<file path="config.mk">
export PLATFORM = sky130hd
export DESIGN_NAME = servo_pwm_gen
export DESIGN_NICKNAME = d
export VERILOG_FILES = /design/src/rtl/servo_pwm_gen_pkg.sv /design/src/rtl/servo_width_map.sv /design/src/rtl/servo_pwm_gen.sv
export SDC_FILE = /design/constraint.sdc
export NUM_CORES = 1
export LEC_CHECK = 0
export CAP_MARGIN = 5
export CORE_ASPECT_RATIO = 1.1
export CORE_MARGIN = 8
export CORE_UTILIZATION = 50
export DETAILED_ROUTE_END_ITERATION = 8
export PLACE_DENSITY = 0.65
export SLEW_MARGIN = 40
export SYNTH_ARGS = -nofsm -noshare
export SYNTH_HDL_FRONTEND = slang
export SYNTH_SLANG_ARGS = --single-unit
</file>
<file path="constraint.sdc">
create_clock -name clk_i -period 10.4 [get_ports clk_i]
set_clock_uncertainty 0.15 [all_clocks]
set_input_delay 2.08 -clock clk_i [delete_from_list [all_inputs] [get_ports clk_i]]
set_output_delay 2.08 -clock clk_i [all_outputs]
set_load 0.01 [all_outputs]
</file>
<file path="src/rtl/servo_pwm_gen_pkg.sv">
// Shared state encoding, default timing constants and width helpers for the
// servo PWM generator and its width-mapping sub-module.
package servo_pwm_gen_pkg;

  typedef enum logic [1:0] {
    ST_IDLE = 2'd0,
    ST_CONV = 2'd1,
    ST_RUN  = 2'd2
  } state_e;

  localparam int DEF_WIDTH      = 12;
  localparam int DEF_PERIOD_CYC = 1000000;
  localparam int DEF_CENTER_CYC = 75000;
  localparam int DEF_SCALE      = 12;
  localparam int DEF_MIN_CYC    = 50000;
  localparam int DEF_MAX_CYC    = 100000;

  // Counter must hold both the frame position and the largest pulse width.
  function automatic int cnt_bits(input int period, input int maxCyc);
    int span;
    span = (period > maxCyc + 1) ? period : maxCyc + 1;
    return (span <= 2) ? 1 : $clog2(span);
  endfunction

  function automatic int ext_bits(input int cntW, input int cmdW, input int scale);
    return cntW + cmdW + 1 + $clog2(scale + 1);
  endfunction

endpackage

</file>
<file path="src/rtl/servo_width_map.sv">
// Combinational map from a signed servo command to a clamped pulse width:
// CENTER_CYC + cmd*SCALE, limited to [MIN_CYC, MAX_CYC].
module servo_width_map
  import servo_pwm_gen_pkg::*;
#(
  parameter int WIDTH      = DEF_WIDTH,
  parameter int CW         = 20,
  parameter int CENTER_CYC = DEF_CENTER_CYC,
  parameter int SCALE      = DEF_SCALE,
  parameter int MIN_CYC    = DEF_MIN_CYC,
  parameter int MAX_CYC    = DEF_MAX_CYC
) (
  input  logic signed [WIDTH-1:0] cmd_i,
  output logic        [CW-1:0]    width_o
);

  // Wide enough that the product and the offset can never overflow.
  localparam int EW = ext_bits(CW, WIDTH, SCALE);

  localparam logic signed [EW-1:0] CenterS = EW'(CENTER_CYC);
  localparam logic signed [EW-1:0] ScaleS  = EW'(SCALE);
  localparam logic signed [EW-1:0] MinS    = EW'(MIN_CYC);
  localparam logic signed [EW-1:0] MaxS    = EW'(MAX_CYC);

  logic signed [EW-1:0] cmdExt;
  logic signed [EW-1:0] raw;

  assign cmdExt = EW'(cmd_i);

  always_comb begin
    raw = CenterS + cmdExt * ScaleS;
    if (raw < MinS) begin
      width_o = CW'(MIN_CYC);
    end else if (raw > MaxS) begin
      width_o = CW'(MAX_CYC);
    end else begin
      width_o = raw[CW-1:0];
    end
  end

endmodule

</file>
<file path="src/rtl/servo_pwm_gen.sv">
// Servo PWM generator: captures controller commands on dataf_i rising edges,
// converts them to pulse widths and applies them only at frame boundaries.
module servo_pwm_gen
  import servo_pwm_gen_pkg::*;
#(
  parameter int WIDTH      = DEF_WIDTH,
  parameter int PERIOD_CYC = DEF_PERIOD_CYC,
  parameter int CENTER_CYC = DEF_CENTER_CYC,
  parameter int SCALE      = DEF_SCALE,
  parameter int MIN_CYC    = DEF_MIN_CYC,
  parameter int MAX_CYC    = DEF_MAX_CYC
) (
  input  logic                    clk_i,
  input  logic                    reset,
  input  logic signed [WIDTH-1:0] servo_i,
  input  logic                    dataf_i,
  output logic                    pwm_o,
  output logic                    ack_o,
  output logic                    frame_o
);

  localparam int            CW      = cnt_bits(PERIOD_CYC, MAX_CYC);
  localparam logic [CW-1:0] LastCnt = CW'(PERIOD_CYC - 1);

  state_e                  state_q, state_d;
  logic [CW-1:0]           cnt_q, cnt_d;
  logic                    dataf_q;
  logic signed [WIDTH-1:0] cmd_q, cmd_d;
  logic [CW-1:0]           pendWidth_q, pendWidth_d;
  logic                    pendValid_q, pendValid_d;
  logic [CW-1:0]           actWidth_q, actWidth_d;
  logic                    actValid_q, actValid_d;
  logic                    pwm_q, pwm_d;
  logic                    ack_q, ack_d;
  logic                    frame_q, frame_d;

  logic [CW-1:0]           convWidth;
  logic                    edgeSeen;
  logic                    wrapNow;
  logic                    loadNow;
  logic                    runNow;

  servo_width_map #(
    .WIDTH      (WIDTH),
    .CW         (CW),
    .CENTER_CYC (CENTER_CYC),
    .SCALE      (SCALE),
    .MIN_CYC    (MIN_CYC),
    .MAX_CYC    (MAX_CYC)
  ) uWidthMap (
    .cmd_i   (cmd_q),
    .width_o (convWidth)
  );

  always_ff @(posedge clk_i or posedge reset) begin
    if (reset) begin
      state_q     <= ST_IDLE;
      cnt_q       <= '0;
      dataf_q     <= 1'b0;
      cmd_q       <= '0;
      pendWidth_q <= '0;
      pendValid_q <= 1'b0;
      actWidth_q  <= '0;
      actValid_q  <= 1'b0;
      pwm_q       <= 1'b0;
      ack_q       <= 1'b0;
      frame_q     <= 1'b0;
    end else begin
      state_q     <= state_d;
      cnt_q       <= cnt_d;
      dataf_q     <= dataf_i;
      cmd_q       <= cmd_d;
      pendWidth_q <= pendWidth_d;
      pendValid_q <= pendValid_d;
      actWidth_q  <= actWidth_d;
      actValid_q  <= actValid_d;
      pwm_q       <= pwm_d;
      ack_q       <= ack_d;
      frame_q     <= frame_d;
    end
  end

  always_comb begin
    edgeSeen = dataf_i & ~dataf_q;
    wrapNow  = (cnt_q == LastCnt);
    loadNow  = (cnt_q == '0) && pendValid_q;

    cnt_d = wrapNow ? '0 : cnt_q + CW'(1);
    cmd_d = edgeSeen ? servo_i : cmd_q;

    // A conversion finishing on a boundary cycle overrides the clear, so it
    // waits for the following frame instead of being lost.
    pendWidth_d = pendWidth_q;
    pendValid_d = pendValid_q;
    if (loadNow) begin
      pendValid_d = 1'b0;
    end
    if (state_q == ST_CONV) begin
      pendWidth_d = convWidth;
      pendValid_d = 1'b1;
    end

    actWidth_d = loadNow ? pendWidth_q : actWidth_q;
    actValid_d = actValid_q | loadNow;

    state_d = state_q;
    unique case (state_q)
      ST_IDLE: begin
        if (edgeSeen) begin
          state_d = ST_CONV;
        end else if (loadNow) begin
          state_d = ST_RUN;
        end
      end
      ST_CONV: state_d = actValid_d ? ST_RUN : ST_IDLE;
      ST_RUN: begin
        if (edgeSeen) begin
          state_d = ST_CONV;
        end
      end
      default: state_d = ST_IDLE;
    endcase

    // Width in force for this frame includes one being loaded right now, so
    // the first frame after a load gets its full pulse.
    runNow  = (state_q != ST_IDLE) || loadNow;
    pwm_d   = runNow && actValid_d && (cnt_q < actWidth_d);
    frame_d = wrapNow;
    ack_d   = wrapNow && pendValid_d;
  end

  assign pwm_o   = pwm_q;
  assign ack_o   = ack_q;
  assign frame_o = frame_q;

endmodule

</file>
==> impl_results.md <==
* Worst-margin pin slew at just under 0.7 ns
* Worst Reg-to-Reg Cells at 19
* CTS Root Cell: clkbuf_8
* Unique masters post-synth at 77
* # setup viols final at 0
* H-tree depth at 3
* Synth Area in Compound Gates at 16.0%
* Area of the core at 9790 um^2
* Antenna Cells at 0
* # DRC at 0
* Period utilization at between 40% and 50%
* Max-cap violations at 0
* # IOs at 18
* CTS Hold Bufs at 0
* Post-Synth Simple-Gate Area at 15.5%
* Port buffer count at 17
* Highest routed layer: met4
* Internal at 0.670 mW
* WL final at 10700 um
* Final Hold Fails at 0
* Initial cell density of the core at between 50% and 60%
* Place WS at approximately 5.7 ns
* Num Clock Sinks at between 70 and 80
* Switching power total at 0.457 mW
* Most frequent cells in the layout: dfrtp_1 (77), ha_1 (47), inv_1 (35), nor2_1 (35), nand2_1 (27)
* Final layout net count at 580
* Post-Synth Adder-Cell Area at roughly 12%
* Most common cell after layout, fill and taps aside: dfrtp_1
* Global-route wire length before repair at about 18000 um
* Part of the power in registers at between 30% and 40%
* Postcts setup bufs at 0
* Switching Share at 40.5%
* Slew margin rel. at a little over half
* Top cell type by total area after synthesis: dfrtp_1
* Largest family of logic cells by synthesized area: compound AO/OA/AOI/OAI gates
* Slew Viols, Final at 0
* Maximum fanout along the worst path at 5
* Ranking of synthesized cells by area: dfrtp_1 (39%), ha_1 (12%), mux2i_1 (3.8%), xnor2_1 (3.7%), inv_1 (2.7%)
* DP HPWL at between 8000 and 9000 um
* Cts bufs inserted at 9
* Layout cells sized above 1 at between 9 and 10%
* Worst-Skew Late Latency at 0.36 ns
* Critical path capture point type: register
* DRT iter0 DRCs at approximately 140
* Maximum clock frequency at 0.211 GHz
* Fillers at 893
* Max clock buf depth at 2
* Post-layout util at 56.1%
* CTS tree: built
* Final WS setup at 5.67 ns
* Via density per instance at 5.82
* Antenna violations before repair at 0
* Mux cell area share after synthesis at 6.30%
* Met2 wire len at 5720 um
* Post-cts sizing count at 0
* Netlist Area Pre-Place at 4980 um^2
* RSZ-0062 raised after global routing: false
* Main synth FF type: dfrtp_1
* Num rows at 38
* Syn avg cell area at 9.99 um^2
* Share of the synthesized area in the top cell type at approximately two fifths
* Pleak at 2.77 nW
* Antenna Violating Nets Remaining at 0
* Status: completed
* Ys Warns at 0
* Total die area at 13400 um^2
* Worst min path class: reg -> reg
* Die X at 111 um
* Fraction of registers with async set or reset after synthesis at 100%
* Setup TNS at 0 ns
* Pin count of the biggest net entering global routing at between 70 and 80
* Critical Path AT at between 4 and 5 ns
* Vias in the first global route at 3848
* Placed cells at 626
* Hold path cells at 2
* CP Class: reg -> reg
* DR WL/cell at 16.7 um
* Post-route insts no fill at around 640
* Yosys reg bits at 77
* Post-synthesis xor/xnor area fraction at 7.36%
* Drt first pass iters at 4
* Cell count after synthesis at 499
* Met1 Wirelength at 4410 um
* Length of routed met3 wiring at 316 um
* Layout area overhead at 10.3%
* EDFF count, synth at 0
* Remaining Overflow, GRT at 0
* Required time of the critical path at 10.51 ns
* Startpoint Class: register
* Gr usage total at 16.6%
* Peak supply drop at 0.000109 V
* Clock Power Share at 20.8%
* Die Height at 121 um
* Seq/Total Area, Yosys at about two fifths
* Vias at 3734
* Synth Net Count at 562
* Logic gate share of total power at between 40% and 50%
* Period minus WS final at around 4.7 ns
* Power per cell area at 205 nW/um^2
* Clock transition at path regs at 0.09 ns
* Final GP Congestion at 0.915
-- layout make-up --
type | count | area, um^2 | area share [%]
clock buffers | 11 | 141 | 2.57
clock inverters | 5 | 58.8 | 1.07
inverters | 36 | 135 | 2.46
multi-input cells | 370 | 2870 | 52.2
flip-flops and latches | 77 | 1930 | 35.0
well taps | 120 | 150 | 2.73
repair buffers | 23 | 219 | 3.98
-- flip-flops by register name (all words and copies together) (netlist names) --
signal,cells
actWidth_q,20
cnt_q,20
pendWidth_q,17
cmd_q,12
state_q,2
ack_o,1
actValid_q,1
dataf_q,1
frame_o,1
pendValid_q,1
pwm_o,1
-- stage by stage --
step | cell area (um^2) | power, mW | hold slack, ns
after CTS | 5490 | 1.13 | 0.328
after global placement | 5290 | 0.881 | 0.303
after global routing | 5500 | 1.21 | 0.361
after floorplan | 4980 | 0.772 | 0.282
final | 5500 | 1.13 | 0.330
after detailed placement | 5290 | 0.888 | 0.309
-- routing by layer --
metal / vias to the layer above / GRT usage (%)
met2: 65 / 31.0
li1: 1849 / -
met1: 1797 / 17.5
met3: 23 / 3.91
met5: - / 0
met4: 0 / 6.59
-- critical path, cell delays in order (launching register included) --
cell	delay, ns
dfrtp_1	0.42
ha_1	0.30
ha_1	0.23
inv_1	0.07
fa_1	0.19
nand2b_1	0.20
a21oi_1	0.14
o31ai_1	0.33
nand2_1	0.16
xnor2_1	0.38
inv_1	0.17
ha_1	0.34
nand2_1	0.06
nor2_1	0.12
nand2_1	0.12
or3b_2	0.48
o31a_1	0.14
o31a_1	0.15
o21a_1	0.22
o41ai_2	0.27
-- worst paths after layout --
kind                               start              end  slack (ns)
max in group asynchronous          reset   actWidth_q[10]        7.56
min in group asynchronous          reset         cmd_q[4]        2.06
max reg2reg                     cmd_q[1]  pendWidth_q[13]        5.67
min reg2reg                actWidth_q[1]    actWidth_q[1]        0.33
min                        actWidth_q[1]    actWidth_q[1]        0.33
max                             cmd_q[1]  pendWidth_q[13]        5.67
-- kinds of logic (layout without fill, tap and decap cells) --
family,Yosys count,count (layout)
simple gates,149,149
compound gates,105,105
flops,77,77
buf+inv,52,75
fa+ha+maj,48,48
xor+xnor,38,38
mux,30,30
-- cells in the mapped netlist, types with 6 or more instances --
| library cell | count |
|---|---|
| nand3_1 | 21 |
| inv_1 | 36 |
| a31oi_1 | 8 |
| nand4_1 | 7 |
| nand2_1 | 27 |
| ha_1 | 47 |
| a21oi_1 | 17 |
| a21o_1 | 9 |
| mux2i_1 | 19 |
| o21ai_0 | 13 |
| nor3_1 | 8 |
| dfrtp_1 | 77 |
| and3_1 | 9 |
| xnor2_1 | 21 |
| xor2_1 | 15 |
| nor4_1 | 6 |
| mux2_2 | 11 |
| clkbuf_1 | 12 |
| nor2_1 | 35 |
| and2_1 | 6 |
| nand2b_1 | 6 |
-- power by group through the flow --
stage	Combinational, mW	Clock, mW	Sequential [mW]
2_1_floorplan	0.428	0	0.345
3_3_place_gp	0.529	0	0.352
3_5_place_dp	0.535	0	0.353
4_1_cts	0.538	0.243	0.347
5_1_grt	0.604	0.253	0.350
6_report	0.546	0.235	0.346
Note: power is estimated with default switching activity, not from simulation.
==> RTL change (same settings) <==
Reset style: synchronous (`reset`), changed in one clocked block.
--- a/src/rtl/servo_pwm_gen.sv
+++ b/src/rtl/servo_pwm_gen.sv
@@ -52,7 +52,7 @@
     .width_o (convWidth)
   );
 
-  always_ff @(posedge clk_i or posedge reset) begin
+  always_ff @(posedge clk_i) begin
     if (reset) begin
       state_q     <= ST_IDLE;
       cnt_q       <= '0;
Function: same outputs for any inputs over 10 cycles, from zero or initial values and one cycle with reset high; that may be too few to reach the edited logic, so the function may still have changed.
==> RTL change against the original RTL <==
- area after synthesis fell by 8.1%
- die area decreased by 7.0%
- design area fell by 8.4%
- count of clock-buffer cells in the layout shrank 2
- via count is 0.91% higher
- worst setup slack got worse by 0.53 ns
- wire length is 4.8% lower
- sequential cell count unchanged
- critical path depth shrank 1
- cell count rose by 4.4%
- global-route usage up 0.32 points
Power is not compared: it rests on default switching activity, and its combinational part moved more than twofold at a synthesized area within 25%.
==> RTL change: results (changes against the original RTL) <==
status completed (unchanged); Final Wtd Congestion 0.863 (was 0.915); Top FF cell, synth dfxtp_1 (was dfrtp_1); min-delay worst type reg2reg (unchanged); Post-DP Area 4830 µm² (was 5290 µm²); peak supply drop 80.9 µV; layout cells sized above 1 5.76% (was 9.77%); Commonest cells post-synth dfxtp_1, nor2_1, nand2_1 (was dfrtp_1, ha_1, inv_1); Worst-path clk slew 0.09 ns (about the same); worst-margin pin slew 0.794 ns (was 0.679 ns); first-pass GRT wire length 17.2 mm (was 18.5 mm); hold-critical path depth 2 (unchanged); Top delay family on crit path compound AO/OA/AOI/OAI gates (unchanged); WL/cell 15.2 µm (was 16.7 µm); Mapped Nets 602 (was 562); yosys warns 0 (unchanged); DRT Pass-1 Iters 4 (unchanged); routed vias/inst 5.62 (was 5.82); sequential area share after synthesis 33.7% (was 38.7%); fillers 803 (was 893); share of flip-flops with an asynchronous set or reset 0% (was 100%); Yosys cell types 63 (was 77); Crit-path slowest cell a2111oi_0 (was or3b_2); GRT Total Usage 16.9% (was 16.6%); worst-path fanout max 7 (was 5); Layout Nets 614 (was 580); vias in the first global route 3648 (was 3848); FF-to-FF path depth 18 (was 19); Critical Path AT 5.35 ns (was 4.84 ns); post-CTS sizing 0 (unchanged); DP Wirelength 7.87 mm (was 8.11 mm); largest net degree at the start of global routing 51 (was 78); worst-skew pair later-pin latency 0.35 ns; CP max stage delay 0.59 ns (was 0.48 ns); htree depth 3 (unchanged); ranking of synthesized cells by area dfxtp_1, ha_1, nor2_1 (was dfrtp_1, ha_1, mux2i_1); 1st-iter DRT viols 130 (was 144)
RTL change: cell types whose count changed after synthesis, sizes merged, moves of 9 or more:
cell and delta:
a21oi +22, dfrtp -77, dfxtp +77, inv -19, mux2 -10, nand2 +26, nor2 +37, o21ai +9
RTL change: layer usage:
layer	wire (µm)	part of all wire, %	vias to the layer above	track usage, %
met1	4480	44	1746	18.7
li1	-	-	1952	-
met2	5200	51	52	30.9
met4	250	2.5	0	7.32
met3	273	2.7	18	3.04
met5	0	0	-	0
RTL change: cell type report:
cell class / instances / area [µm²] / area share, %
clock buffer: 9 / 124 / 2.46
clock inverter: 7 / 80.1 / 1.59
inverter: 17 / 63.8 / 1.27
multi-input combinational: 429 / 2920 / 57.9
sequential: 77 / 1540 / 30.6
tap: 114 / 143 / 2.83
timing repair buffer: 17 / 168 / 3.33
RTL change: where the power goes:
part	switching [mW]	internal, mW
logic	0.0792	0.0490
registers	0.00735	0.303
clock network	0.123	0.115
total	0.210	0.467
RTL change: cells by family (layout without fill, tap and decap cells):
group	after synthesis	count (layout)	share of synthesized area (%)
AO/OA/AOI/OAI	115	115	17.3
XOR/XNOR	30	30	5.74
adder cells (fa/ha/maj)	48	48	13.3
buffers and inverters	33	50	2.76
flip-flops	77	77	33.7
multiplexers	20	20	4.40
AND/OR/NAND/NOR	216	216	22.8
RTL change: through the flow:
step	std cells	hold slack [ns]	util (%)	total power, mW	setup WS [ns]
2_1_floorplan	539	0.270	-	0.411	5.81
3_3_place_gp	654	0.283	54.4	0.442	5.46
3_5_place_dp	654	0.292	54.4	0.444	5.27
4_1_cts	670	0.307	56.7	0.683	5.17
5_1_grt	670	0.337	56.8	0.714	4.66
6_report	670	0.304	56.8	0.677	5.14
RTL change: worst reg2reg max path, cell delays in order, from the launching register on:
cell       delay, ns
dfxtp_1         0.35
ha_1            0.29
ha_1            0.21
inv_1           0.08
fa_1            0.41
nand2b_1        0.20
a21bo_2         0.23
a211oi_1        0.25
o21ai_1         0.13
xnor2_1         0.48
inv_1           0.17
ha_1            0.31
nand2_1         0.07
nor2_1          0.30
o311ai_2        0.21
a2111oi_0       0.59
nor3_2          0.18
and3_4          0.22
a2111oi_2       0.32
RTL change: final timing paths:
| path | from | end | slack, ns |
|---|---|---|---|
| worst min-delay path | actWidth_q[1]$_SDFF_PP0_ | actWidth_q[1]$_SDFF_PP0_ | 0.30 |
| worst min register to register | actWidth_q[1]$_SDFF_PP0_ | actWidth_q[1]$_SDFF_PP0_ | 0.30 |
| worst max-delay path | cmd_q[1]$_SDFFE_PP0P_ | pendWidth_q[4]$_SDFFE_PP0P_ | 5.14 |
| worst max register to register | cmd_q[1]$_SDFFE_PP0P_ | pendWidth_q[4]$_SDFFE_PP0P_ | 5.14 |
